===== src/rtl/matrix_mac_engine.sv =====
// Lane-parallel unsigned multiply with element-wise or dot-product reduction, saturating accumulate
// and a DEPTH-entry result buffer; 4-cycle op (start, MUL, SUM, WRITE), starts ignored while busy or full.
module matrix_mac_engine #(
  parameter int LANES = 4,
  parameter int W     = 8,
  parameter int ACC_W = 20,
  parameter int DEPTH = 16,
  localparam int AW   = $clog2(DEPTH)
) (
  input  logic                   Clk,
  input  logic                   Rst,
  input  logic [LANES*W-1:0]     multiplier_input,
  input  logic [LANES*W-1:0]     multiplicand_input,
  input  logic                   mStart,
  input  logic                   Add,
  input  logic                   Acc,
  input  logic                   direct,
  input  logic                   bufferRD,
  input  logic [AW-1:0]          AddressSelect,
  output logic                   busy,
  output logic                   done,
  output logic                   full,
  output logic [LANES*ACC_W-1:0] flatsumout
);

  typedef enum logic [1:0] {IDLE, MUL, SUM, WRITE} state_t;
  typedef logic [LANES-1:0][ACC_W-1:0] vec_t;

  state_t           state_q, state_d;
  logic [LANES*W-1:0] a_q, b_q;
  logic             add_q, accm_q;
  vec_t             prod_q, prod_d;
  vec_t             acc_q, acc_d;
  vec_t             rd_q;
  vec_t             buf_q [DEPTH];
  logic [AW-1:0]    wr_ptr_q;
  logic [AW:0]      count_q;
  logic             start;
  logic [ACC_W:0]   total;
  logic [ACC_W:0]   lane_sum;
  logic [2*W-1:0]   mul;

  function automatic logic [ACC_W-1:0] sat(input logic [ACC_W:0] s);
    return s[ACC_W] ? {ACC_W{1'b1}} : s[ACC_W-1:0];
  endfunction

  assign full  = (count_q == (AW+1)'(DEPTH));
  assign busy  = (state_q != IDLE);
  assign done  = (state_q == WRITE);
  assign start = (state_q == IDLE) && mStart && !full;
  assign flatsumout = direct ? acc_q : rd_q;

  always_comb begin
    state_d = state_q;
    unique case (state_q)
      IDLE:    if (start) state_d = MUL;
      MUL:     state_d = SUM;
      SUM:     state_d = WRITE;
      WRITE:   state_d = IDLE;
      default: state_d = IDLE;
    endcase
  end

  always_comb begin
    prod_d = '0;
    mul    = '0;
    for (int i = 0; i < LANES; i++) begin
      mul       = {{W{1'b0}}, a_q[i*W +: W]} * {{W{1'b0}}, b_q[i*W +: W]};
      prod_d[i] = {{(ACC_W-2*W){1'b0}}, mul};
    end
  end

  // Sums carry one extra bit so overflow is detected and clamped instead of wrapping.
  always_comb begin
    acc_d    = acc_q;
    total    = '0;
    lane_sum = '0;
    if (state_q == SUM) begin
      if (add_q) begin
        total = accm_q ? {1'b0, acc_q[0]} : '0;
        for (int i = 0; i < LANES; i++) total = total + {1'b0, prod_q[i]};
        acc_d    = '0;
        acc_d[0] = sat(total);
      end else begin
        for (int i = 0; i < LANES; i++) begin
          lane_sum = (accm_q ? {1'b0, acc_q[i]} : '0) + {1'b0, prod_q[i]};
          acc_d[i] = sat(lane_sum);
        end
      end
    end
  end

  always_ff @(posedge Clk) begin
    if (Rst) begin
      state_q  <= IDLE;
      a_q      <= '0;
      b_q      <= '0;
      add_q    <= 1'b0;
      accm_q   <= 1'b0;
      prod_q   <= '0;
      acc_q    <= '0;
      rd_q     <= '0;
      wr_ptr_q <= '0;
      count_q  <= '0;
    end else begin
      state_q <= state_d;
      acc_q   <= acc_d;
      if (start) begin
        a_q    <= multiplier_input;
        b_q    <= multiplicand_input;
        add_q  <= Add;
        accm_q <= Acc;
      end
      if (state_q == MUL) prod_q <= prod_d;
      // count_q is the pre-write value here, so a same-cycle read of the slot being written returns 0.
      if (bufferRD)
        rd_q <= ({1'b0, AddressSelect} < count_q) ? buf_q[AddressSelect] : '0;
      if (state_q == WRITE) begin
        wr_ptr_q <= wr_ptr_q + 1'b1;
        count_q  <= count_q + 1'b1;
      end
    end
  end

  always_ff @(posedge Clk) begin
    if (!Rst && state_q == WRITE) buf_q[wr_ptr_q] <= acc_q;
  end

endmodule


===== config.mk =====
export PLATFORM = sky130hd
export DESIGN_NAME = matrix_mac_engine
export DESIGN_NICKNAME = d
export VERILOG_FILES = /design/src/rtl/matrix_mac_engine.sv
export SDC_FILE = /design/constraint.sdc
export NUM_CORES = 2
export LEC_CHECK = 0
export BUFFER_PORTS_ARGS = -buffer_cell sky130_fd_sc_hd__buf_2
export CORE_UTILIZATION = 60
export CTS_CLUSTER_SIZE = 25
export DETAILED_ROUTE_END_ITERATION = 8
export GPL_ROUTABILITY_DRIVEN = 0
export PLACE_DENSITY = 0.77
export RECOVER_POWER = 50
export SETUP_SLACK_MARGIN = 0.5
export SLEW_MARGIN = 25
export SYNTH_ARGS = -nofsm -noshare
export SYNTH_HDL_FRONTEND = slang
export SYNTH_SLANG_ARGS = --single-unit

===== constraint.sdc =====
create_clock -name Clk -period 12 [get_ports Clk]
set_input_delay 2.4 -clock Clk [delete_from_list [all_inputs] [get_ports Clk]]
set_output_delay 2.4 -clock Clk [all_outputs]
set_load 0.02 [all_outputs]

=== Word-level counts from Yosys, hierarchy flattened ===
Memories as Yosys holds them, arrays and structs flattened.
Cells that the tools add are included.

* Flip-flop bits (word level): 301
* Memory bits (writable): 1280
* Input bits: 75
* Output and inout bits: 83
* Logic and storage cells: 62
* Memories: 1

* Add/subtract/negate cells: 9
* Multiply operators: 4
* $lt $le $gt $ge: 1
* Eq/ne operators: 5
* Muxes and demuxes: 16
* Reduce and logical (&&, ||, !) cells: 7

{| class="wikitable"
|+ Memories
! name !! words !! bits a word !! read ports !! clocked after Yosys merged registers in !! write ports !! RTL line !! RTL
|-
| buf_q || 16 || 80 || 1 || 0 || 1 || 35 || <nowiki>vec_t buf_q [DEPTH];</nowiki>
|}

{| class="wikitable"
|+ Operator list
! kind !! number
|-
| 2-to-1 mux 80 bit || 3
|-
| 2-to-1 mux 20 bit || 9
|-
| adder 20 x 16 -> 21 bit || 4
|-
| multiplier 8 x 8 -> 16 bit || 4
|-
| adder 21 x 16 -> 21 bit || 3
|-
| case mux 2 bit (4 select lines) || 1
|-
| adder 5 x 1 -> 5 bit (second input constant) || 1
|-
| == test 5 bit (second input constant) || 1
|-
| less-than comparator 4 x 5 -> 1 bit || 1
|-
| adder 4 x 1 -> 4 bit (second input constant) || 1
|-
| == test 2 bit (second input constant) || 2
|-
| logical AND 1 bit || 3
|-
| == test 2 x 1 -> 1 bit (second input constant) || 1
|-
| zero test 1 bit || 2
|-
| zero test 2 bit || 1
|-
| 2-to-1 mux 1 bit || 2
|-
| 2-to-1 mux 2 bit || 1
|-
| != test 2 bit (second input constant) || 1
|-
| nonzero test 2 bit || 1
|}

=== Longest topological paths before layout ===
* Word-level depth: 7
* Mapped depth: 23
* Gate-level depth less buffers: 20

=== Least setup slack after synthesis ===
No wires, ideal clock.

* Path kind: in2out
* Start: input direct
* End: output flatsumout[0]
* Data arrival time: 3384 ps
* Path slack: 6216 ps
* Stages on the path: 3
* Cell sequence: clkbuf_1 > clkbuf_1 > mux2_2

* Word-level cells in the longest chain between the ends: 1

{| class="wikitable"
|+ RTL lines
! element !! RTL line !! RTL
|-
| from (decl) || 17 || <nowiki>input logic direct,</nowiki>
|-
| 2-to-1 mux 80 bit || 51 || <nowiki>assign flatsumout = direct ? acc_q : rd_q;</nowiki>
|-
| to (decl) || 23 || <nowiki>output logic [LANES*ACC_W-1:0] flatsumout</nowiki>
|}

Every way passes these cells.

=== Final worst setup path ===
* Start: input Rst
* End: memory buf_q[15][0] in the netlist's numbering (enable)

* Word-level cells in the longest chain between the ends: 4

{| class="wikitable"
|+ RTL lines
! element !! RTL line !! RTL
|-
| from (decl) || 11 || <nowiki>input logic Rst,</nowiki>
|-
| zero test 1 bit || 126 || <nowiki>if (!Rst && state_q == WRITE) buf_q[wr_ptr_q] <= acc_q;</nowiki>
|-
| logical AND 1 bit || 126 ||
|-
| 2-to-1 mux 1 bit || 126 ||
|-
| 2-to-1 mux 1 bit (implied by the code) || 126 ||
|-
| to (decl) || 35 ||
|}

Every way passes these cells.

==> impl_metrics.env <==
export IMPL_layout_cells_most_common="sky130_fd_sc_hd__edfxtp_1"
export IMPL_detail_route_wl_per_cell_um=27.1
export IMPL_dp_hpwl_um=104000
export IMPL_clkTransAtPathRegs_ps=60
export IMPL_layout_worst_path_cycle_share_pct=68.8
export IMPL_grt_pass1_vias=43400
export IMPL_synth_cell_area_um2=73400
export IMPL_fp_dieW_um=352
export IMPL_holdPathStages=2
export IMPL_timing_hold_violations_final=0
export IMPL_area_growth_pct=10.3
export IMPL_final_setup_tns_ps=0
export IMPL_top_flip_flop_cell_by_instance_count_after_synthesis="sky130_fd_sc_hd__edfxtp_1"
export IMPL_tritoncts_num_sinks=1581
export IMPL_ys_ff_latch=1581
export IMPL_dieHeight_um=352
export IMPL_yosys_warnings=0
export IMPL_worst_slew_margin_rel_pct=-218
export IMPL_ff2ff_setup_slack_ps=5540
export IMPL_setup_viol=0
export IMPL_whs_endpoint="prod_q[4]"
export IMPL_post_synth_cell_area_avg_um2=15.1
export IMPL_power_leakage_uw=0.0296
export IMPL_r2r_cells=5
export IMPL_effective_utilization_at_floorplan_pct=60.8
export IMPL_post_synth_num_cell_types=81
export IMPL_rr_endpoint="buf_q[15][0]"
export IMPL_layout_cells_most_common_list="1280 x sky130_fd_sc_hd__edfxtp_1, 414 x sky130_fd_sc_hd__nand2_1, 400 x sky130_fd_sc_hd__mux4_2"
export IMPL_master_of_the_slowest_instance_on_the_critical_path="sky130_fd_sc_hd__and2_0"
export IMPL_fraction_of_layout_instances_using_a_drive_strength_above_1_pct=18.5
export IMPL_timing_hold_ws_ps=499
export IMPL_core_region_area_um2=121000
export IMPL_io_buffer_count=157
export IMPL_criticalPathCategory="in -> reg"
export IMPL_status="complete, but fails checks"
export IMPL_failed_checks="design-rule violations, max-capacitance violations, max-slew violations"
export IMPL_critical_path_peak_fanout=42
export IMPL_final_antenna_net_count=0
export IMPL_grt_use_total_pct=30.4
export IMPL_io_pins=158
export IMPL_clk_latency_ps=810
export IMPL_worstReg2RegStart="state_q[0]"
export IMPL_mappedNetlistNets=5342
export IMPL_number_of_antenna_violations_at_the_first_check_in_global_routing=4
export IMPL_design_final_nets=5497
export IMPL_clock_root_buffer_master="sky130_fd_sc_hd__clkbuf_16"
export IMPL_design_die_area_um2=124000
export IMPL_timing_worst_slew_pin_value_ps=4770
export IMPL_ys_seq_area_share_pct=60.6
export IMPL_routed_via_density=6.33
export IMPL_tritoncts="yes"
export IMPL_timing_critical_path_buf_inv=2
export IMPL_crit_path_start_kind="input port"
export IMPL_async_reset_ff_share_pct=0
export IMPL_cpLargestDelayFamily="simple AND/OR/NAND/NOR gates"
export IMPL_cts_buffers=158
export IMPL_grt_start_max_net_pins=145
export IMPL_dp_cells=6453
export IMPL_cts_htree_levels=4
export IMPL_finalWorstPathRequiredPeriod_ps=8260
export IMPL_path_depth=5
export IMPL_detail_route_drc_violations=1
export IMPL_cellPowerDensity_nw_per_um2=151
export IMPL_synth_top_cell_area_share_pct=52.4
export IMPL_unrepaired_setup_endpoints_after_global_routing="no"
export IMPL_grt_pass1_wl_um=275000
export IMPL_worst_hold_path_type="reg -> reg"
export IMPL_cts_path_max_buffers=3
export IMPL_post_layout_total_power_uw=12200
export IMPL_placement_rows=127
export IMPL_vdd_ir_drop_worst_mv=0.157
export IMPL_setup_worst_path_end_class="flop"
export IMPL_timing_fmax_mhz=121
export IMPL_fin_cells=6748
export IMPL_post_synthesis_cells=4846
export IMPL_dr_pass1_iters=7
export IMPL_clock_skew_ps=40.7
export IMPL_via_count=42700
export IMPL_cts_setup_buffers=0
export IMPL_timing_hold_worst_start="prod_q[4]"
export IMPL_number_of_maximum_capacitance_violations=10
export IMPL_cp_arrival_ps=8670
export IMPL_ctsResizeCount=0
export IMPL_global_route_overflow_total=0
export IMPL_synthDominantAreaCellType="sky130_fd_sc_hd__edfxtp_1"
export IMPL_worst_ep_required_time_ps=12410
export IMPL_startpoint="Rst"
export IMPL_cpPeakStageDelay_ps=3400
export IMPL_drt_first_iter_violations=4736
export IMPL_worstPathCellList="clkbuf_1, nor2b_1, and3_1, and2_0, buf_4"
export IMPL_timing_max_transition_violations_final=414
export IMPL_routed_wl_um=183000
export IMPL_hold_bufs_inserted_after_cts=0
export IMPL_yosys_top_cells_area="sky130_fd_sc_hd__edfxtp_1 52%, sky130_fd_sc_hd__mux4_2 12%, sky130_fd_sc_hd__dfxtp_1 8.2%"
export IMPL_synth_edff_count=1280
-- area by class of cell --
class | count | area (um2)
Sequential cell | 1581 | 44500
Inverter | 256 | 961
Clock buffer | 211 | 4360
Tap cell | 1612 | 2020
Multi-Input combinational cell | 2771 | 27000
Clock inverter | 81 | 738
Antenna cell | 3 | 7.51
Fill cell | 7978 | 39700
Timing Repair Buffer | 233 | 1330
-- how the worst max path moves through the flow --
stage / endpoint / slack, ps
after detailed placement: flatsumout[8] / 5410
after CTS: flatsumout[63] / 5400
after floorplan: flatsumout[0] / 6220
after global routing: buf_q[15][57] / 3590
after global placement: flatsumout[13] / 5480
final: buf_q[15][0] / 3740
-- sequential cells by signal, summed over array words and instances, names as in the netlist --
register,flops
b_q,32
buf_q,1280
wr_ptr_q,4
accm_q,1
state_q,2
rd_q,80
acc_q,80
prod_q,64
a_q,32
count_q,5
add_q,1
-- cells in the mapped netlist (8+ instances only) --
| library cell | count |
|---|---|
| sky130_fd_sc_hd__o21a_1 | 16 |
| sky130_fd_sc_hd__ha_1 | 241 |
| sky130_fd_sc_hd__o41ai_1 | 10 |
| sky130_fd_sc_hd__o22ai_1 | 10 |
| sky130_fd_sc_hd__and3_1 | 18 |
| sky130_fd_sc_hd__buf_2 | 33 |
| sky130_fd_sc_hd__nand3_1 | 32 |
| sky130_fd_sc_hd__buf_1 | 14 |
| sky130_fd_sc_hd__inv_1 | 256 |
| sky130_fd_sc_hd__fa_1 | 180 |
| sky130_fd_sc_hd__o21bai_1 | 8 |
| sky130_fd_sc_hd__nor2_1 | 229 |
| sky130_fd_sc_hd__o21ai_0 | 122 |
| sky130_fd_sc_hd__mux2i_1 | 44 |
| sky130_fd_sc_hd__nand2_1 | 414 |
| sky130_fd_sc_hd__a211oi_1 | 21 |
| sky130_fd_sc_hd__xor2_1 | 42 |
| sky130_fd_sc_hd__or2_2 | 8 |
| sky130_fd_sc_hd__a21oi_1 | 251 |
| sky130_fd_sc_hd__mux4_2 | 400 |
| sky130_fd_sc_hd__and2_1 | 214 |
| sky130_fd_sc_hd__nand4_1 | 8 |
| sky130_fd_sc_hd__nor3_1 | 42 |
| sky130_fd_sc_hd__xnor2_1 | 64 |
| sky130_fd_sc_hd__edfxtp_1 | 1280 |
| sky130_fd_sc_hd__a21o_1 | 40 |
| sky130_fd_sc_hd__or3_1 | 10 |
| sky130_fd_sc_hd__o211ai_1 | 10 |
| sky130_fd_sc_hd__a31oi_1 | 9 |
| sky130_fd_sc_hd__a22o_1 | 8 |
| sky130_fd_sc_hd__dfxtp_1 | 301 |
| sky130_fd_sc_hd__nand2b_1 | 36 |
| sky130_fd_sc_hd__mux2_2 | 82 |
| sky130_fd_sc_hd__clkbuf_1 | 189 |
| sky130_fd_sc_hd__nor2b_1 | 99 |
-- report_power, final --
group	internal (uW)	switching [uW]
logic	470	698
registers	5980	191
clock network	2760	2140
total	9210	3020
-- worst reg2reg max path: cells and delay by family (launching register included) --
kind                       cells  cell delay, ps
buffers and inverters          1            1150
adders and majority gates      1             530
and+or+nand+nor                3            3960
DFF                            1             380
-- layer usage --
layer	track usage (%)	part of all wire (%)	vias up	wire (um)
met5	0	0.017	-	32
met4	11.5	3.8	4	6960
met3	4.71	8.7	421	16000
met2	49.9	49	2240	89500
met1	41.5	39	21700	70600
li1	-	-	18400	-
-- logic make-up after synthesis --
logic type                 Yosys count  synth area share [%]
and+or+nand+nor                   1132                  7.38
DFF                               1581                  60.6
xor gates and xnor gates           108                  1.31
AOI/OAI and AO/OA                  583                  4.91
adders and majority gates          421                  9.02
muxes                              527                  14.2
buffers and inverters              494                  2.60
-- per-stage QoR --
step	setup WS, ps	instance area (um2)	util [%]
after CTS	5400	81100	67.2
after floorplan	6220	73400	-
after global placement	5480	75900	63.0
after detailed placement	5410	76000	63.0
after global routing	3590	80900	67.1
final	3740	80900	67.1
Note: power is estimated with default switching activity, not from simulation.
